**config.mk**
```make
export PLATFORM = sky130hd
export DESIGN_NAME = oq_rr_scheduler
export DESIGN_NICKNAME = d
export VERILOG_FILES = /design/src/rtl/oq_rr_scheduler_pkg.sv /design/src/rtl/oq_rr_scheduler_rr_pick.sv /design/src/rtl/oq_rr_scheduler.sv
export SDC_FILE = /design/constraint.sdc
export NUM_CORES = 1
export LEC_CHECK = 0
export ABC_AREA = 1
export BUFFER_PORTS_ARGS = -buffer_cell sky130_fd_sc_hd__buf_4
export CAP_MARGIN = 40
export CELL_PAD_IN_SITES_DETAIL_PLACEMENT = 0
export CELL_PAD_IN_SITES_GLOBAL_PLACEMENT = 1
export CORE_AREA = 3 3 488 490
export DETAILED_ROUTE_END_ITERATION = 10
export DIE_AREA = 0 0 491 493
export PLACE_DENSITY = 0.35
export SYNTH_ARGS = -nofsm -noshare
export SYNTH_HDL_FRONTEND = slang
export SYNTH_HIERARCHICAL = 1
export SYNTH_SLANG_ARGS = --single-unit
```
**constraint.sdc**
```tcl
create_clock -name memclk -period 10.2 [get_ports memclk]
set_clock_uncertainty 0.2 [all_clocks]
set_input_delay 2.04 -clock memclk [delete_from_list [all_inputs] [get_ports memclk]]
set_output_delay 2.04 -clock memclk [all_outputs]
set_load 0.1 [all_outputs]
```
**src/rtl/oq_rr_scheduler_pkg.sv**
```systemverilog
// rtl/oq_rr_scheduler_pkg.sv - shared output-queue scheduler defaults and state encoding
package oq_rr_scheduler_pkg;

    localparam int OQ_NUM_QUEUES = 5;
    localparam int OQ_DATA_WIDTH = 202;
    localparam int OQ_QID_WIDTH  = 3;

    typedef enum logic {
        ST_IDLE = 1'b0,
        ST_XFER = 1'b1
    } oq_state_t;

endpackage

```
**src/rtl/oq_rr_scheduler_rr_pick.sv**
```systemverilog
// rtl/oq_rr_scheduler_rr_pick.sv - rotating-priority pick of the first eligible queue at or after rr_ptr
module oq_rr_scheduler_rr_pick
    import oq_rr_scheduler_pkg::*;
#(
    parameter int NUM_QUEUES = OQ_NUM_QUEUES,
    parameter int QID_WIDTH  = OQ_QID_WIDTH
) (
    input  logic [NUM_QUEUES-1:0] eligible,
    input  logic [QID_WIDTH-1:0]  rr_ptr,
    output logic                  found,
    output logic [QID_WIDTH-1:0]  idx
);

    // One extra bit so rr_ptr + offset cannot overflow before the modulo fold.
    logic [QID_WIDTH:0] cand;

    always_comb begin
        found = 1'b0;
        idx   = '0;
        cand  = '0;
        for (int i = 0; i < NUM_QUEUES; i++) begin
            cand = {1'b0, rr_ptr} + (QID_WIDTH+1)'(i);
            if (cand >= (QID_WIDTH+1)'(NUM_QUEUES)) begin
                cand = cand - (QID_WIDTH+1)'(NUM_QUEUES);
            end
            for (int k = 0; k < NUM_QUEUES; k++) begin
                if (!found && cand == (QID_WIDTH+1)'(k) && eligible[k]) begin
                    found = 1'b1;
                    idx   = QID_WIDTH'(k);
                end
            end
        end
    end

endmodule

```
**src/rtl/oq_rr_scheduler.sv**
```systemverilog
// rtl/oq_rr_scheduler.sv - round-robin packet scheduler from output queues to a single SRAM writer
module oq_rr_scheduler
    import oq_rr_scheduler_pkg::*;
#(
    parameter int NUM_QUEUES = OQ_NUM_QUEUES,
    parameter int DATA_WIDTH = OQ_DATA_WIDTH,
    parameter int QID_WIDTH  = OQ_QID_WIDTH
) (
    input  logic                             memclk,
    input  logic                             memreset,
    input  logic                             next_pkg_en,
    input  logic [NUM_QUEUES-1:0]            q_valid,
    input  logic [NUM_QUEUES*DATA_WIDTH-1:0] q_data,
    input  logic [NUM_QUEUES-1:0]            q_last,
    input  logic [NUM_QUEUES-1:0]            space_ok,
    output logic [NUM_QUEUES-1:0]            q_ready,
    output logic [DATA_WIDTH-1:0]            dout,
    output logic                             dout_valid,
    output logic                             dout_last,
    input  logic                             dout_ready,
    output logic [QID_WIDTH-1:0]             queue_id,
    output logic                             busy,
    output logic [31:0]                      pkt_count
);

    oq_state_t            state, state_nxt;
    logic [QID_WIDTH-1:0] grant, grant_nxt;
    logic [QID_WIDTH-1:0] rr_ptr, ptr_nxt;
    logic [31:0]          count, count_nxt;
    logic [NUM_QUEUES-1:0] eligible;
    logic                 pick_found;
    logic [QID_WIDTH-1:0] pick_idx;

    assign eligible = q_valid & space_ok;

    oq_rr_scheduler_rr_pick #(
        .NUM_QUEUES (NUM_QUEUES),
        .QID_WIDTH  (QID_WIDTH)
    ) u_rr_pick (
        .eligible (eligible),
        .rr_ptr   (rr_ptr),
        .found    (pick_found),
        .idx      (pick_idx)
    );

    // Zero-latency mux of the granted queue; reset forces the handshake quiet.
    always_comb begin
        q_ready    = '0;
        dout       = '0;
        dout_valid = 1'b0;
        dout_last  = 1'b0;
        if (!memreset && state == ST_XFER) begin
            for (int k = 0; k < NUM_QUEUES; k++) begin
                if (grant == QID_WIDTH'(k)) begin
                    dout       = q_data[k*DATA_WIDTH +: DATA_WIDTH];
                    dout_valid = q_valid[k];
                    dout_last  = q_last[k];
                    q_ready[k] = dout_ready;
                end
            end
        end
    end

    always_comb begin
        state_nxt = state;
        grant_nxt = grant;
        ptr_nxt   = rr_ptr;
        count_nxt = count;
        case (state)
            ST_IDLE: begin
                if (next_pkg_en && pick_found) begin
                    state_nxt = ST_XFER;
                    grant_nxt = pick_idx;
                end
            end
            ST_XFER: begin
                if (dout_valid && dout_ready && dout_last) begin
                    state_nxt = ST_IDLE;
                    ptr_nxt   = (grant == QID_WIDTH'(NUM_QUEUES-1)) ? '0 : grant + QID_WIDTH'(1);
                    count_nxt = count + 32'd1;
                end
            end
            default: state_nxt = ST_IDLE;
        endcase
    end

    always_ff @(posedge memclk) begin
        if (memreset) begin
            state  <= ST_IDLE;
            grant  <= '0;
            rr_ptr <= '0;
            count  <= '0;
        end else begin
            state  <= state_nxt;
            grant  <= grant_nxt;
            rr_ptr <= ptr_nxt;
            count  <= count_nxt;
        end
    end

    assign queue_id  = grant;
    assign busy      = (state == ST_XFER) && !memreset;
    assign pkt_count = count;

endmodule

```
== After elaboration in Yosys (flattened, before gate mapping) ==
Index checks and enable logic that the tools add are counted.

* Register bits: 39
* Bits of input ports: 1029
* Output and inout bits: 245
* Logic and storage cells: 214

* Add/sub/neg operators: 11
* $lt $le $gt $ge: 5
* Equality and inequality tests: 24
* Muxes and demuxes: 82
* Bitwise gates (word level): 2
* Reduce and logical (&&, ||, !) cells: 86

{| class="wikitable"
|+ Operator list
! cell !! number
|-
| 202-bit two-way mux || 6
|-
| 3-bit two-way mux || 22
|-
| 1-bit logical AND || 53
|-
| 1-bit two-way mux || 45
|-
| 4-bit by 2-bit == test with 1-bit output, second input constant || 10
|-
| 32-bit by 1-bit adder with 32-bit output, second input constant || 1
|-
| 1-bit zero test || 25
|-
| 4-bit by 1-bit == test with 1-bit output, second input constant || 5
|-
| 4-bit by 3-bit == test with 1-bit output, second input constant || 5
|-
| 4-bit zero test || 5
|-
| 4-bit two-way mux || 5
|-
| 4-bit by 3-bit greater-or-equal comparator with 1-bit output, second input constant || 4
|-
| 4-bit by 3-bit subtractor with 4-bit output, second input constant || 4
|-
| 3-bit by 2-bit adder with 4-bit output, second input constant || 2
|-
| 3-bit by 2-bit == test with 1-bit output, second input constant || 2
|-
| 5-bit bitwise AND || 1
|-
| 5-bit two-way mux || 1
|-
| 3-bit by 1-bit adder with 4-bit output, second input constant || 1
|-
| 3-bit by 3-bit adder with 4-bit output, second input constant || 1
|-
| 2-bit two-way mux || 2
|-
| 2-bit AND reduction || 2
|-
| 3-bit by 3-bit subtractor with 4-bit output, second input constant || 1
|-
| 3-bit by 1-bit adder with 3-bit output, second input constant || 1
|-
| 3-bit by 1-bit == test with 1-bit output, second input constant || 1
|-
| other kinds (5) || 5
|}

== Longest topological paths before layout ==
* Depth after elaboration: 104
* Depth in mapped cells: 25

== By module ==
Netlist, hierarchy kept.

{| class="wikitable"
|+ By module, submodules not included
! module !! instances !! cells each !! area each (sq um) !! sequential area each (sq um)
|-
| oq_rr_scheduler || 1 || 2094 || 11154.4 || 780.7
|-
| oq_rr_scheduler_rr_pick || 1 || 204 || 1124.8 || 0.0
|}

== Worst setup path before layout ==
OpenSTA, ideal clock, no wires.

* Kind: input to output
* From: in memreset
* To: out dout[193]
* Data arrival time: 5.427 ns
* Path slack: 2.533 ns
* Stages: 6
* Cells stage by stage: clkbuf_1 > nor2_4 > clkbuf_1 > clkbuf_1 > o21ai_0 > a31oi_1

* Cells in the longest elaborated chain, start to end: 3

{| class="wikitable"
|+ Ends and longest elaborated chain
! item !! RTL line !! RTL
|-
| from (decl) || oq_rr_scheduler.sv:10 || <nowiki>input logic memreset,</nowiki>
|-
| 1-bit zero test || - ||
|-
| 1-bit logical AND || - ||
|-
| named net busy || oq_rr_scheduler.sv:22 || <nowiki>output logic busy,</nowiki>
|-
| 202-bit two-way mux || oq_rr_scheduler.sv:52 || <nowiki>if (!memreset && state == ST_XFER) begin</nowiki>
|-
| to (decl) || oq_rr_scheduler.sv:17 || <nowiki>output logic [DATA_WIDTH-1:0] dout,</nowiki>
|}

The timed path passes the listed nets, and every way through them passes these cells.

== Final worst setup path ==
* From: in memreset
* To: out dout[55]

* Cells in the longest elaborated chain, start to end: 3

{| class="wikitable"
|+ Ends and longest elaborated chain
! item !! RTL line
|-
| 1-bit zero test || oq_rr_scheduler.sv:52
|-
| 1-bit logical AND || oq_rr_scheduler.sv:52
|-
| 202-bit two-way mux || oq_rr_scheduler.sv:52
|}

Every way passes these cells.

==> key figures <==
Worst setup path
  • Critical Path RT: 7960 ps
  • R2R setup slack: 5720 ps
  • CP Launch Type: primary input
  • Crit end category: output port
  • Worst-path maximum fanout: 62
  • CP Class: in -> out
  • Arr. time, crit path: 4520 ps

Power and ir drop
  • Comb pwr share: 85.9%
  • Clk network pwr share: 7.3%
  • Leak Pwr: 10.21 nW
  • Net switching fraction of the power: 63.59%
  • Pwr Total: 2.280 mW
  • P_int: 0.8300 mW
  • Reg power frac: 6.8%
  • Pwr Density: 89.58 nW/um^2
  • P_sw: 1.450 mW
  • VDD IR max: 73.45 uV

Yosys
  • Avg Inst Size Synth: 5.343 sq um
  • Count of flip-flops with a built-in enable after synthesis: 0
  • Post-synthesis sequential area ratio: 6.358%
  • Netlist Area Pre-Place: 12,280 sq um
  • Ys async rst share: 0%
  • Seq cells post-synth: 39
  • Syn Nets: 3,345
  • Cells after synthesis: 2,298
  • Ys flop type: dfxtp_1
  • Yosys cell types: 38
  • Yosys warnings: 6

Clock tree
  • Setup bufs post-CTS: 0
  • Clock sinks: 39
  • Post-CTS sizing: 0
  • Clock-pin slew on the worst setup and hold paths: 60 ps
  • Clock Latency Late Sink: 310 ps
  • CTS tree: done
  • Hold_buf cts: 0
  • CTS HTree Levels: 2
  • Clk buf depth: 2
  • Root Driver: clkbuf_16
  • CTS Buf Count: 5

Run status
  • Status: completed

Placement
  • Placed Area: 25,220 sq um
  • Port buffer count: 1,273
  • Pre-CTS WS: 3455 ps
  • Routability cong.: 0.9611
  • Dpl hpwl: 178,800 um

GRT
  • First-pass GRT wire length: 262,600 um
  • GRT overflow: 0
  • Largest net degree at the start of global routing: 146
  • Total GRT Usage: 16.31%
  • Vias in the first global route: 23,720
  • Initial antenna violation count: 169

Detailed routing
  • Via/cell ratio: 3.631
  • DRT antenna net count: 0
  • DRT iter0 DRCs: 1,886
  • DR WL/cell: 32.11 um
  • Vias: 23,740
  • Final wirelength: 210,000 um
  • DRC errors left: 0
  • 1st-pass router iterations: 8

Finish
  • Area delta synth->final: 107.3%
  • Most frequent cells in the layout: buf_4 (1,300), nand3_1 (643), nand2_1 (386), o21ai_0 (248)
  • Final Net Count: 4,401
  • Commonest non-fill, non-tap cell in the layout: buf_4
  • FF+latch area: 780.7 sq um
  • Fillers: 27,840
  • Layout Utilization: 10.85%
  • Design Area, Final: 25,450 sq um
  • Layout cells sized above 1: 40.39%
  • Area taken by multi-input logic gates: 10,210 sq um

STA
  • RSZ-0062 raised after global routing: no
  • Fmax: 147.9 MHz
  • Number of setup violations in the final report: 0
  • Max_slew headroom: 16.79%
  • Post-route worst setup slack: 3438 ps
  • Final slew viol count: 0
  • Fin crit period: 6762 ps
  • Setup tns final: 0 ps
  • Worst slew pin tran: 1248 ps
  • Period utilization: 66.30%
  • Final Hold Vio Count: 0

Die
  • Chip width: 491 um
  • Die H: 493 um
  • Rows: 178
  • Core Region: 234,500 sq um
  • Die area: 242,100 sq um
  • I/O Pins: 1,274
  • Starting Density: 5.236%

Job
  • Max cap viols: 0

Hold path
  • Min-Delay Path Class: reg -> reg
## sequential cells by signal, indices dropped and copies added (netlist names)
| register | count |
|---|---|
| pkt_count | 32 |
| queue_id | 3 |
| rr_ptr | 3 |
| state | 1 |
## worst paths after layout
path,cells past startpoint,endpoint,start
min reg2reg,2,pkt_count[31],pkt_count[31]
max reg2reg,23,queue_id[2],rr_ptr[1]
max,7,dout[55],memreset
min,2,pkt_count[31],pkt_count[31]
## per-layer routing
| metal | global-route usage, % | wire [um] | up-vias |
|---|---|---|---|
| met5 | 0 | 552 | - |
| met2 | 29.09 | 105000 | 1282 |
| met4 | 2.611 | 3372 | 88 |
| met3 | 5.709 | 18330 | 268 |
| li1 | - | - | 10600 |
| met1 | 18.97 | 82690 | 11510 |
## synthesized netlist by cell type, types with 6 or more instances
cell / instances / area, sq um
ha_1: 17 / 212.7
nand4_1: 8 / 50.05
nand3b_1: 8 / 60.06
dfxtp_1: 39 / 780.8
nand3_1: 643 / 3218
o21ai_0: 248 / 1241
a31oi_1: 202 / 1264
xor2_1: 16 / 140.1
nand2_1: 387 / 1453
buf_2: 29 / 145.1
clkbuf_1: 198 / 743.2
buf_1: 30 / 112.6
nor2_2: 6 / 37.54
a21oi_1: 40 / 200.2
nor4_1: 6 / 37.54
inv_2: 6 / 22.52
nor2_1: 79 / 296.5
o211ai_1: 202 / 1516
nor3_1: 21 / 105.1
inv_1: 72 / 270.3
## critical path, cell delays in order
cell and delay [ps]:
buf_4 250, nor2_4 210, buf_4 360, buf_4 630, o21ai_0 220, a31oi_1 260, buf_4 350
## metrics by stage
step | cells | hold WS (ps)
6_report | 6539 | 317.9
5_1_grt | 6519 | 368.2
4_1_cts | 6505 | 307.7
3_5_place_dp | 6497 | 297.0
3_3_place_gp | 6495 | 294.0
2_1_floorplan | 2298 | 356.6
## cell families after synthesis
family,count (synthesis),synth area share (%)
fa+ha+maj,18,1.895
buf+inv,342,10.96
compound gates,700,34.82
flops,39,6.358
xor+xnor,21,1.498
simple gates,1178,44.47
## power by group through the flow
stage	logic (mW)	registers, mW	clock network, mW
after floorplan	1.05	0.169	0
after detailed placement	2.00	0.159	0
after global placement	2.01	0.159	0
after global routing	2.08	0.156	0.176
final	1.96	0.156	0.167
after CTS	2.01	0.156	0.172
## area by class of cell
type | count | area share (%)
Sequential cell | 39 | 3.068
Clock buffer | 5 | 0.4916
Antenna cell | 34 | 0.3343
Inverter | 81 | 1.283
Multi-Input combinational cell | 1917 | 40.11
Tap cell | 3150 | 15.49
Timing Repair Buffer | 1310 | 39.16
Clock inverter | 3 | 0.05900
(Power assumes the default switching activity.)
